### src/rtl/funct_fifo_reader.sv
// funct_fifo_reader: pops one signed fixed-point sample from the
// function-generator FIFO every sample period, converts it to an
// offset-binary DAC code and shifts it MSB-first to a 3-wire serial DAC.
// An underrun flag records sample ticks that found the FIFO empty.
module funct_fifo_reader #(
  parameter int DATA_WIDTH    = 32,
  parameter int INT_BITS      = 4,
  parameter int DAC_BITS      = 12,
  parameter int SCLK_DIV      = 2,
  parameter int SAMPLE_PERIOD = 64
) (
  input  logic                  clk,
  input  logic                  rst,
  input  logic                  en_i,
  input  logic                  empty_i,
  input  logic [DATA_WIDTH-1:0] data_i,
  input  logic                  clr_underrun_i,
  output logic                  rd_en_o,
  output logic                  cs_n_o,
  output logic                  sclk_o,
  output logic                  sdo_o,
  output logic                  busy_o,
  output logic                  underrun_o
);

  localparam int CNT_W = $clog2(SAMPLE_PERIOD);
  localparam int SUB_W = $clog2(2 * SCLK_DIV);
  localparam int BIT_W = (DAC_BITS > 1) ? $clog2(DAC_BITS) : 1;

  localparam logic [CNT_W-1:0]    CNT_LAST = CNT_W'(SAMPLE_PERIOD - 1);
  localparam logic [SUB_W-1:0]    SUB_LAST = SUB_W'(2 * SCLK_DIV - 1);
  localparam logic [SUB_W-1:0]    SUB_HIGH = SUB_W'(SCLK_DIV);
  localparam logic [BIT_W-1:0]    BIT_LAST = BIT_W'(DAC_BITS - 1);
  localparam logic [DAC_BITS-1:0] MSB_MASK = DAC_BITS'(1) << (DAC_BITS - 1);

  // Parameter sanity: a frame must fit inside one sample period.
  generate
    if ((DAC_BITS < 1) || (DAC_BITS > DATA_WIDTH) || (SCLK_DIV < 1) ||
        (INT_BITS < 1) || (INT_BITS > DATA_WIDTH) ||
        (SAMPLE_PERIOD < 2 * SCLK_DIV * DAC_BITS + 3)) begin : g_bad_params
      $error("funct_fifo_reader: illegal parameter combination");
    end
  endgenerate

  typedef enum logic [2:0] {
    S_IDLE  = 3'd0,
    S_READ  = 3'd1,
    S_LATCH = 3'd2,
    S_SHIFT = 3'd3,
    S_DONE  = 3'd4
  } state_t;

  // Two's complement to offset binary is just an MSB flip of the top bits.
  function automatic logic [DAC_BITS-1:0] to_dac_code(input logic [DAC_BITS-1:0] top);
    return top ^ MSB_MASK;
  endfunction

  state_t                state_q, state_d;
  logic [CNT_W-1:0]      cnt_q, cnt_d;
  logic [SUB_W-1:0]      sub_q, sub_d;
  logic [BIT_W-1:0]      bit_q, bit_d;
  logic [DAC_BITS-1:0]   shreg_q, shreg_d;
  logic                  underrun_q, underrun_d;
  logic                  rd_en_q, rd_en_d;
  logic                  cs_n_q, cs_n_d;
  logic                  sclk_q, sclk_d;
  logic                  sdo_q, sdo_d;
  logic                  busy_q, busy_d;
  logic                  tick_s;
  logic                  set_underrun_s;

  // FIFO bits below the DAC resolution are intentionally discarded.
  logic unused_data_s;
  assign unused_data_s = ^data_i;

  assign tick_s = en_i && (cnt_q == {CNT_W{1'b0}});

  // Sample-period counter: parked at zero while disabled, wraps each period.
  always_comb begin
    cnt_d = cnt_q;
    if (!en_i) begin
      cnt_d = {CNT_W{1'b0}};
    end else if (cnt_q == CNT_LAST) begin
      cnt_d = {CNT_W{1'b0}};
    end else begin
      cnt_d = cnt_q + CNT_W'(1);
    end
  end

  // Frame sequencer next-state, shift datapath and underrun flag.
  always_comb begin
    state_d        = state_q;
    sub_d          = sub_q;
    bit_d          = bit_q;
    shreg_d        = shreg_q;
    set_underrun_s = 1'b0;
    underrun_d     = underrun_q;
    case (state_q)
      S_IDLE: begin
        if (tick_s) begin
          if (empty_i) begin
            set_underrun_s = 1'b1;
          end else begin
            state_d = S_READ;
          end
        end else begin
          state_d = S_IDLE;
        end
      end
      S_READ: begin
        state_d = S_LATCH;
      end
      S_LATCH: begin
        shreg_d = to_dac_code(data_i[DATA_WIDTH-1 -: DAC_BITS]);
        sub_d   = {SUB_W{1'b0}};
        bit_d   = {BIT_W{1'b0}};
        state_d = S_SHIFT;
      end
      S_SHIFT: begin
        if (sub_q == SUB_LAST) begin
          sub_d   = {SUB_W{1'b0}};
          shreg_d = shreg_q << 1'b1;
          if (bit_q == BIT_LAST) begin
            bit_d   = {BIT_W{1'b0}};
            state_d = S_DONE;
          end else begin
            bit_d = bit_q + BIT_W'(1);
          end
        end else begin
          sub_d = sub_q + SUB_W'(1);
        end
      end
      S_DONE: begin
        state_d = S_IDLE;
      end
      default: begin
        state_d = S_IDLE;
      end
    endcase
    // A new underrun takes priority over a simultaneous clear.
    if (set_underrun_s) begin
      underrun_d = 1'b1;
    end else if (clr_underrun_i) begin
      underrun_d = 1'b0;
    end else begin
      underrun_d = underrun_q;
    end
  end

  // Output values derived from the next state so the pins come straight from flops.
  always_comb begin
    rd_en_d = (state_d == S_READ);
    cs_n_d  = (state_d != S_SHIFT);
    sclk_d  = (state_d == S_SHIFT) && (sub_d >= SUB_HIGH);
    busy_d  = (state_d != S_IDLE);
    if (state_d == S_SHIFT) begin
      sdo_d = shreg_d[DAC_BITS-1];
    end else begin
      sdo_d = 1'b0;
    end
  end

  // State, datapath and output registers with synchronous active-low reset.
  always_ff @(posedge clk) begin
    if (!rst) begin
      state_q    <= S_IDLE;
      cnt_q      <= {CNT_W{1'b0}};
      sub_q      <= {SUB_W{1'b0}};
      bit_q      <= {BIT_W{1'b0}};
      shreg_q    <= {DAC_BITS{1'b0}};
      underrun_q <= 1'b0;
      rd_en_q    <= 1'b0;
      cs_n_q     <= 1'b1;
      sclk_q     <= 1'b0;
      sdo_q      <= 1'b0;
      busy_q     <= 1'b0;
    end else begin
      state_q    <= state_d;
      cnt_q      <= cnt_d;
      sub_q      <= sub_d;
      bit_q      <= bit_d;
      shreg_q    <= shreg_d;
      underrun_q <= underrun_d;
      rd_en_q    <= rd_en_d;
      cs_n_q     <= cs_n_d;
      sclk_q     <= sclk_d;
      sdo_q      <= sdo_d;
      busy_q     <= busy_d;
    end
  end

  assign rd_en_o    = rd_en_q;
  assign cs_n_o     = cs_n_q;
  assign sclk_o     = sclk_q;
  assign sdo_o      = sdo_q;
  assign busy_o     = busy_q;
  assign underrun_o = underrun_q;

endmodule
### config.mk
export PLATFORM = sky130hd
export DESIGN_NAME = funct_fifo_reader
export DESIGN_NICKNAME = d
export VERILOG_FILES = /design/src/rtl/funct_fifo_reader.sv
export SDC_FILE = /design/constraint.sdc
export NUM_CORES = 1
export LEC_CHECK = 0
export BUFFER_PORTS_ARGS = -buffer_cell sky130_fd_sc_hd__buf_2
export CAP_MARGIN = 20
export CORE_AREA = 2 2 71 90
export CTS_CLUSTER_SIZE = 16
export DETAILED_ROUTE_END_ITERATION = 10
export DIE_AREA = 0 0 73 92
export GPL_TIMING_DRIVEN = 0
export PLACE_DENSITY_LB_ADDON = 0.12
export SLEW_MARGIN = 20
export SYNTH_ARGS = -nofsm -noshare
export SYNTH_HDL_FRONTEND = slang
export SYNTH_SLANG_ARGS = --single-unit
### constraint.sdc
create_clock -name clk -period 1.59 [get_ports clk]
set_clock_uncertainty 0.05 [all_clocks]
set_input_delay 0.318 -clock clk [delete_from_list [all_inputs] [get_ports clk]]
set_output_delay 0.318 -clock clk [all_outputs]
set_load 0.01 [all_outputs]
==> reports/qor.csv, run 1 <==
stage,metric,value,unit
detailed_routing,Total Routed Length,3500,µm
die,Die X,73,µm
timing,"Hold Violations, Final",0,
worst_setup_path,Worst Path Required,1.69,ns
global_routing,grt met2 use,18.8,%
worst_setup_path,critical path depth,6,
die,Die Ht,92,µm
worst_setup_path,Crit. End Element,flop,
clocking,clock latency on the worst-skew pair,0.27,ns
synth,Mapped Area,1420,µm²
clocking,Longest Clk Path Bufs,2,
worst_setup_path,reg-to-reg startpoint,sub_q[1],
die,DIE AREA,6720,µm²
run_status,status,completed,
timing,fin. max-slew vios,0,
synth,Post-synth ARST share,0,%
place,# port buffers,22,
worst_setup_path,CP Capture Point,shreg_q[3],
worst_setup_path,worst path cell trace,ha_4 -> inv_2 -> clkbuf_1 -> or3_1 -> o21ai_1 -> a21oi_1,
synth,"Avg Cell Area, Syn",8.68,µm²
detailed_routing,Routed Antenna Nets,0,
detailed_routing,wire per inst,13.5,µm
global_routing,met1 Track Usage GR,13.3,%
synth,"Top FF cell, synth",dfxtp_1,
power,Max IR drop VDD,0.000409,V
synth,Synth Register Bits,33,
global_routing,met3 Usage GRT,3.41,%
detailed_routing,drt first pass iters,5,
detailed_routing,Iter 0 DRT Violations,53,
timing,WHS,0.269,ns
finish,layout cells sized above 1,22.4,%
finish,nets,233,
synth,register area share after synthesis,46.7,%
clocking,CTS buffer count,5,
global_routing,grt ovf,0,
global_routing,largest net degree at the start of global routing,11,
run,Max-cap violations,0,
timing,period utilisation layout,92.7,%
global_routing,vias in the first global route,1261,
synth,largest family of logic cells by synthesized area,simple AND/OR/NAND/NOR gates,
detailed_routing,Via Count,1248,
clocking,Worst-path clk slew,0.06,ns
clocking,Post-CTS Setup Inserts,0,
synth,Synth Area in Compound Gates,18.8,%
global_routing,first-pass GRT wire length,5860,µm
timing,Slew HR,67.4,%
synth,Post-synth EDFFs,0,
worst_setup_path,Critical path origin,sub_q[1],
die,core area,5970,µm²
worst_setup_path,FF-to-FF setup slack,0.12,ns
synth,Syn Nets,204,
synth,post-synthesis mux area share,0,%
die,I/O Pins,43,
clocking,Sink Count,33,
worst_setup_path,arrival time at the worst endpoint,1.58,ns
finish,Fill cells,620,
die,Row Count,32,
global_routing,GR peak layer,met2,
worst_setup_path,CP Max Fanout,10,
power,Lkg Pwr,0.672,nW
detailed_routing,drc violations,0,
worst_setup_path,slowest CP cell,dfxtp_1,
synth,warnings from Yosys,0,
timing,fmax,679,MHz
synth,Synth Area in Adders,3.54,%
min_path,Hold WC Path Type,in -> reg,
clocking,hold buffers post-CTS,0,
clocking,TritonCTS clock tree,yes,
global_routing,initial antenna violation count,0,
synth,cells after synthesis,163,
finish,ANT cells,0,
place,Post-DP HPWL,2550,µm
timing,setup_tns,0,ns
synth,Post-Synth XOR/XNOR Area,3.71,%
timing,RSZ-0062 raised after global routing,false,
worst_setup_path,R2R depth,6,
synth,Yosys cell types,37,
power,PD cells,996,nW/µm²
die,Initial Utilization,23.7,%
timing,Final Setup Violations,0,
clocking,root buffer cell,clkbuf_8,
worst_setup_path,Setup crit start kind,flop,
worst_setup_path,critical path class,reg -> reg,
global_routing,gr usage total,11.3,%
clocking,H-tree lvl count,2,
timing,worst slew pin tran,0.489,ns
timing,Period minus WS final,1.47,ns
worst_setup_path,capture point of the worst reg-to-reg path,shreg_q[3],
synth,simple-gate share of the synthesized area,22.3,%
worst_setup_path,crit-path max cell delay,0.37,ns
worst_setup_path,largest delay contributor family on the critical path,flip-flops,
detailed_routing,Avg Vias per Cell,4.80,
worst_setup_path,CP bufs+invs,2,
place,GPL Wtd Cong,0.727,
finish,Area Overhead vs Synth,21.0,%
## worst min-delay path: stages
cell     delay, ns
buf_2         0.08
a32oi_1       0.08
nor2_1        0.07
## routing by layer
| metal | wire length, µm | vias to the layer above |
|---|---|---|
| met5 | 0 | - |
| met4 | 68 | 0 |
| met3 | 129 | 6 |
| met2 | 1750 | 22 |
| met1 | 1550 | 596 |
| li1 | - | 624 |
## synthesized netlist by cell type (2+ instances only)
| master | number | area [µm²] |
|---|---|---|
| o21ai_0 | 11 | 55.1 |
| dfxtp_1 | 33 | 661 |
| and3_1 | 4 | 25.0 |
| a21oi_1 | 15 | 75.1 |
| a32oi_1 | 2 | 17.5 |
| clkbuf_1 | 4 | 15.0 |
| nor2_1 | 22 | 82.6 |
| xnor2_1 | 3 | 26.3 |
| buf_2 | 2 | 10.0 |
| ha_1 | 4 | 50.1 |
| xor2_1 | 3 | 26.3 |
| inv_1 | 6 | 22.5 |
| nor3_1 | 2 | 10.0 |
| or3_1 | 11 | 68.8 |
| nand3_1 | 4 | 20.0 |
| nand2_1 | 6 | 22.5 |
| o21ai_1 | 11 | 55.1 |
## placed cells by master (no fill, tap or decap), types with 6 or more instances in the layout
cell type / instances
o21ai_0: 11
o21ai_1: 11
clkbuf_8: 6
or3_1: 11
a21oi_1: 15
dfxtp_1: 32
buf_2: 24
nor2_1: 22
inv_1: 6
nand2_1: 6
## worst min path at each step
stage | start | slack, ns | cells after the start | to
final | data_i[20] | 0.27 | 3 | shreg_q[0]
after global routing | empty_i | 0.26 | 3 | underrun_o
after CTS | data_i[20] | 0.26 | 3 | shreg_q[0]
after detailed placement | cnt_q[0] | 0.40 | 1 | cnt_q[0]
after global placement | cnt_q[0] | 0.40 | 1 | cnt_q[0]
after floorplan | cnt_q[0] | 0.38 | 1 | cnt_q[0]
## layout make-up
cell class / instances / area (µm²) / share of cell area, %
multi-input combinational: 115 / 697 / 40.7
sequential: 33 / 662 / 38.7
timing repair buffer: 22 / 110 / 6.43
clock buffer: 7 / 86.3 / 5.04
tap: 68 / 85.1 / 4.97
buffer: 8 / 45.0 / 2.63
inverter: 7 / 26.3 / 1.54
## repair_timing
action                     CTS  global route
setup endpoints to repair   10            10
resized for setup            1             4
gates cloned                 0             0
hold endpoints to repair     0             0
pin swaps                    0             0
## where the power goes
| part | switching (W) | leakage (nW) | internal [W] |
|---|---|---|---|
| registers | 0.0000242 | 0.269 | 0.000868 |
| clock network | 0.000272 | 0.0443 | 0.000343 |
| logic | 0.000117 | 0.359 | 0.0000810 |
| total | 0.000413 | 0.672 | 0.00129 |
## kinds of logic after synthesis
kind of cell	after synthesis
AOI/OAI and AO/OA	46
xor gates and xnor gates	6
adders and majority gates	4
buffers and inverters	15
DFF	33
and+or+nand+nor	59
## registers in the layout, indices dropped and copies added (netlist names), named ones only
register,cells
shreg_q,12
cnt_q,6
bit_q,4
state_q,3
busy_o,1
cs_n_o,1
rd_en_o,1
sclk_o,1
sdo_o,1
sub_q,1
underrun_o,1
## stage by stage
stage / total power [W] / util [%] / instance area [µm²] / instances / setup WS (ns)
after global routing: 0.00182 / 28.7 / 1710 / 260 / 0.0170
after detailed placement: 0.00111 / 27.0 / 1610 / 253 / -0.0352
after global placement: 0.00110 / 27.0 / 1610 / 253 / -0.0188
after CTS: 0.00174 / 28.5 / 1700 / 260 / 0.0195
after floorplan: 0.00104 / - / 1420 / 163 / 0.226
final: 0.00170 / 28.7 / 1710 / 260 / 0.117
No activity file was read; power rests on OpenSTA's default activity.
==> inputs of run 2 (changes only) <==
==> constraint.sdc (replaced) <==
create_clock -name clk -period 1.2 [get_ports clk]
set_clock_uncertainty 0.05 [all_clocks]
set_input_delay 0.24 -clock clk [delete_from_list [all_inputs] [get_ports clk]]
set_output_delay 0.24 -clock clk [all_outputs]
set_load 0.01 [all_outputs]
==> run 2 against run 1 <==
Effect of this change: the flow now finishes with violations (negative setup slack); sequential share of layout area shrank 4.0 points; sequential power rose by 32%; combinational power up 62%; wire length increased by 4.1%; non-clock buffer count increased by 7; critical path depth is the same; critical path type unchanged; largest cell class unchanged.
==> reports/qor.csv, run 2 (same netlist as run 1, synthesis figures left out) <==
stage,metric,value,unit,change
detailed_routing,Total Routed Length,3640,µm,was 3500 µm
place,Post-Place Cells,253,,unchanged
timing,fmax,736,MHz,was 679 MHz
global_routing,vias in the first global route,1286,,was 1261
detailed_routing,drc violations,0,,unchanged
die,core area,5970,µm²,unchanged
detailed_routing,wire per inst,13.6,µm,was 13.5 µm
timing,Period minus WS final,1.36,ns,was 1.47 ns
place,# port buffers,22,,unchanged
min_path,Hold Crit Depth,3,,unchanged
clocking,CTS buffer count,5,,unchanged
power,combinational share of power,13.9,%,was 11.6%
finish,ANT cells,0,,unchanged
power,Reg power frac,51.4,%,was 52.3%
detailed_routing,drt first pass iters,4,,was 5
finish,number of flip-flops in the largest register,12,,unchanged
place,Post-DP HPWL,2500,µm,was 2550 µm
finish,layout cells sized above 1,40.0,%,was 22.4%
worst_setup_path,CP Max Fanout,6,,was 10
power,Max IR drop VDD,0.000463,V,was 0.000409 V
finish,Largest regs,"shreg_q (12), cnt_q (6), bit_q (4)",,unchanged
power,Lkg Pwr,0.738,nW,was 0.672 nW
detailed_routing,Routed Antenna Nets,0,,unchanged
finish,"commonest cells after routing, fill and taps aside","24 x dfxtp_1, 23 x buf_2, 19 x nor2_1",,"was 32 x dfxtp_1, 24 x buf_2, 22 x nor2_1"
timing,"Hold Violations, Final",0,,unchanged
timing,period utilisation layout,113,%,was 92.7%
detailed_routing,Via Count,1274,,was 1248
power,internal power,0.00171,W,was 0.00129 W
timing,worst slew pin tran,0.383,ns,was 0.489 ns
detailed_routing,Iter 0 DRT Violations,36,,was 53
die,I/O Pins,43,,unchanged
timing,Worst Slack Setup Final,-0.159,ns,was 0.117 ns
detailed_routing,Avg Vias per Cell,4.75,,was 4.80
global_routing,first-pass GRT wire length,6180,µm,was 5860 µm
place,Placed Instance Area,1650,µm²,was 1610 µm²
clocking,TritonCTS clock tree,yes,,unchanged
worst_setup_path,Crit. End Element,flop,,unchanged
worst_setup_path,R2R depth,6,,unchanged
power,PD cells,1180,nW/µm²,was 996 nW/µm²
clocking,Longest Clk Path Bufs,2,,unchanged
clocking,root buffer cell,clkbuf_8,,unchanged
power,clock group share of total power,34.7,%,was 36.1%
timing,Final Setup Violations,24,,was 0
die,DIE AREA,6720,µm²,unchanged
finish,Layout Cells excl Fill,268,,was 260
worst_setup_path,Setup crit start kind,flop,,unchanged
finish,"commonest non-fill, non-tap cell in the layout",dfxtp_1,,unchanged
clocking,Worst-path clk slew,0.06,ns,about the same
finish,footprint of the multi-input gates,831,µm²,was 697 µm²
timing,WHS,0.170,ns,was 0.269 ns
timing,setup_tns,-2.21,ns,was 0 ns
timing,fin. max-slew vios,0,,unchanged
timing,RSZ-0062 raised after global routing,true,,was false
finish,nets,240,,was 233
die,Row Count,32,,unchanged
finish,Area Overhead vs Synth,38.1,%,was 21.0%
global_routing,largest net degree at the start of global routing,11,,unchanged
power,Tot Pwr,0.00230,W,was 0.00170 W
worst_setup_path,FF-to-FF setup slack,-0.16,ns,was 0.12 ns
place,GPL Wtd Cong,0.740,,was 0.727
die,Initial Utilization,23.7,%,unchanged
power,Switching Fraction,25.8,%,was 24.2%
power,Switching Power,0.000595,W,was 0.000413 W
clocking,hold buffers post-CTS,0,,unchanged
finish,Fill cells,643,,was 620
global_routing,initial antenna violation count,0,,unchanged
run,Max-cap violations,0,,unchanged
global_routing,gr usage total,11.8,%,was 11.3%
run_status,failing checks,negative setup slack,,
clocking,clock latency on the worst-skew pair,0.28,ns,was 0.27 ns
run_status,status,"finished, violations left",,was completed
global_routing,grt ovf,0,,unchanged
worst_setup_path,critical path class,reg -> reg,,unchanged
timing,Slew HR,74.5,%,was 67.4%
clocking,Sink Count,33,,unchanged
min_path,Hold WC Path Type,in -> reg,,unchanged
die,Die Ht,92,µm,unchanged
clocking,H-tree lvl count,2,,unchanged
finish,Largest Register,shreg_q,,unchanged
worst_setup_path,arrival time at the worst endpoint,1.47,ns,was 1.58 ns
finish,Reg area,677,µm²,was 662 µm²
die,Die X,73,µm,unchanged
finish,"Design Area, Final",1950,µm²,was 1710 µm²
worst_setup_path,Worst Path Required,1.31,ns,was 1.69 ns
-- run 2: power groups by stage --
stage	sequential [W]	clock, W	combinational, W
after floorplan	0.00120	0	0.000174
after global placement	0.00120	0	0.000264
after detailed placement	0.00121	0	0.000265
after CTS	0.00118	0.000836	0.000286
after global routing	0.00119	0.000874	0.000357
final	0.00118	0.000798	0.000320
-- run 2: metal layers --
layer	share of wire (%)	GRT usage (%)	vias up
met5	0	0	-
met4	1.3	3.70	0
met3	3.8	3.30	5
met2	50	19.9	22
met1	45	14.2	603
li1	-	-	644
-- run 2: through the flow --
step                setup WS (ns)  util, %
floorplan                 -0.0502        -
global placement           -0.300     27.7
detailed placement         -0.297     27.7
CTS                        -0.182     31.1
global route               -0.229     32.8
finish                     -0.159     32.8
-- run 2: worst paths after layout --
check / from / endpoint
setup / recovery: sub_q[1] / shreg_q[9]
hold / removal: data_i[24] / shreg_q[4]
setup reg to reg: sub_q[1] / shreg_q[9]
hold reg to reg: bit_q[1] / bit_q[1]
-- run 2: layout make-up --
class	count	area share, %
plain buffers	8	3.84
clock buffers	8	4.10
multi-input cells	115	42.5
flip-flops and latches	33	34.6
repair buffers	29	9.09
well taps	68	4.35
inverters	7	1.47
-- run 2: worst max-delay path, stage by stage, from the launching register on --
cell	delay [ns]
dfxtp_2	0.35
ha_4	0.18
inv_4	0.05
clkbuf_8	0.14
or3_4	0.32
o21ai_2	0.06
a21oi_1	0.08
-- run 2: what timing repair did --
item | 4_1_cts | 5_1_grt
setup buffers | 5 | 1
gates resized for setup | 25 | 24
gates cloned | 1 | 0
pin swaps | 16 | 12
endpoints found under the setup margin | 29 | 30
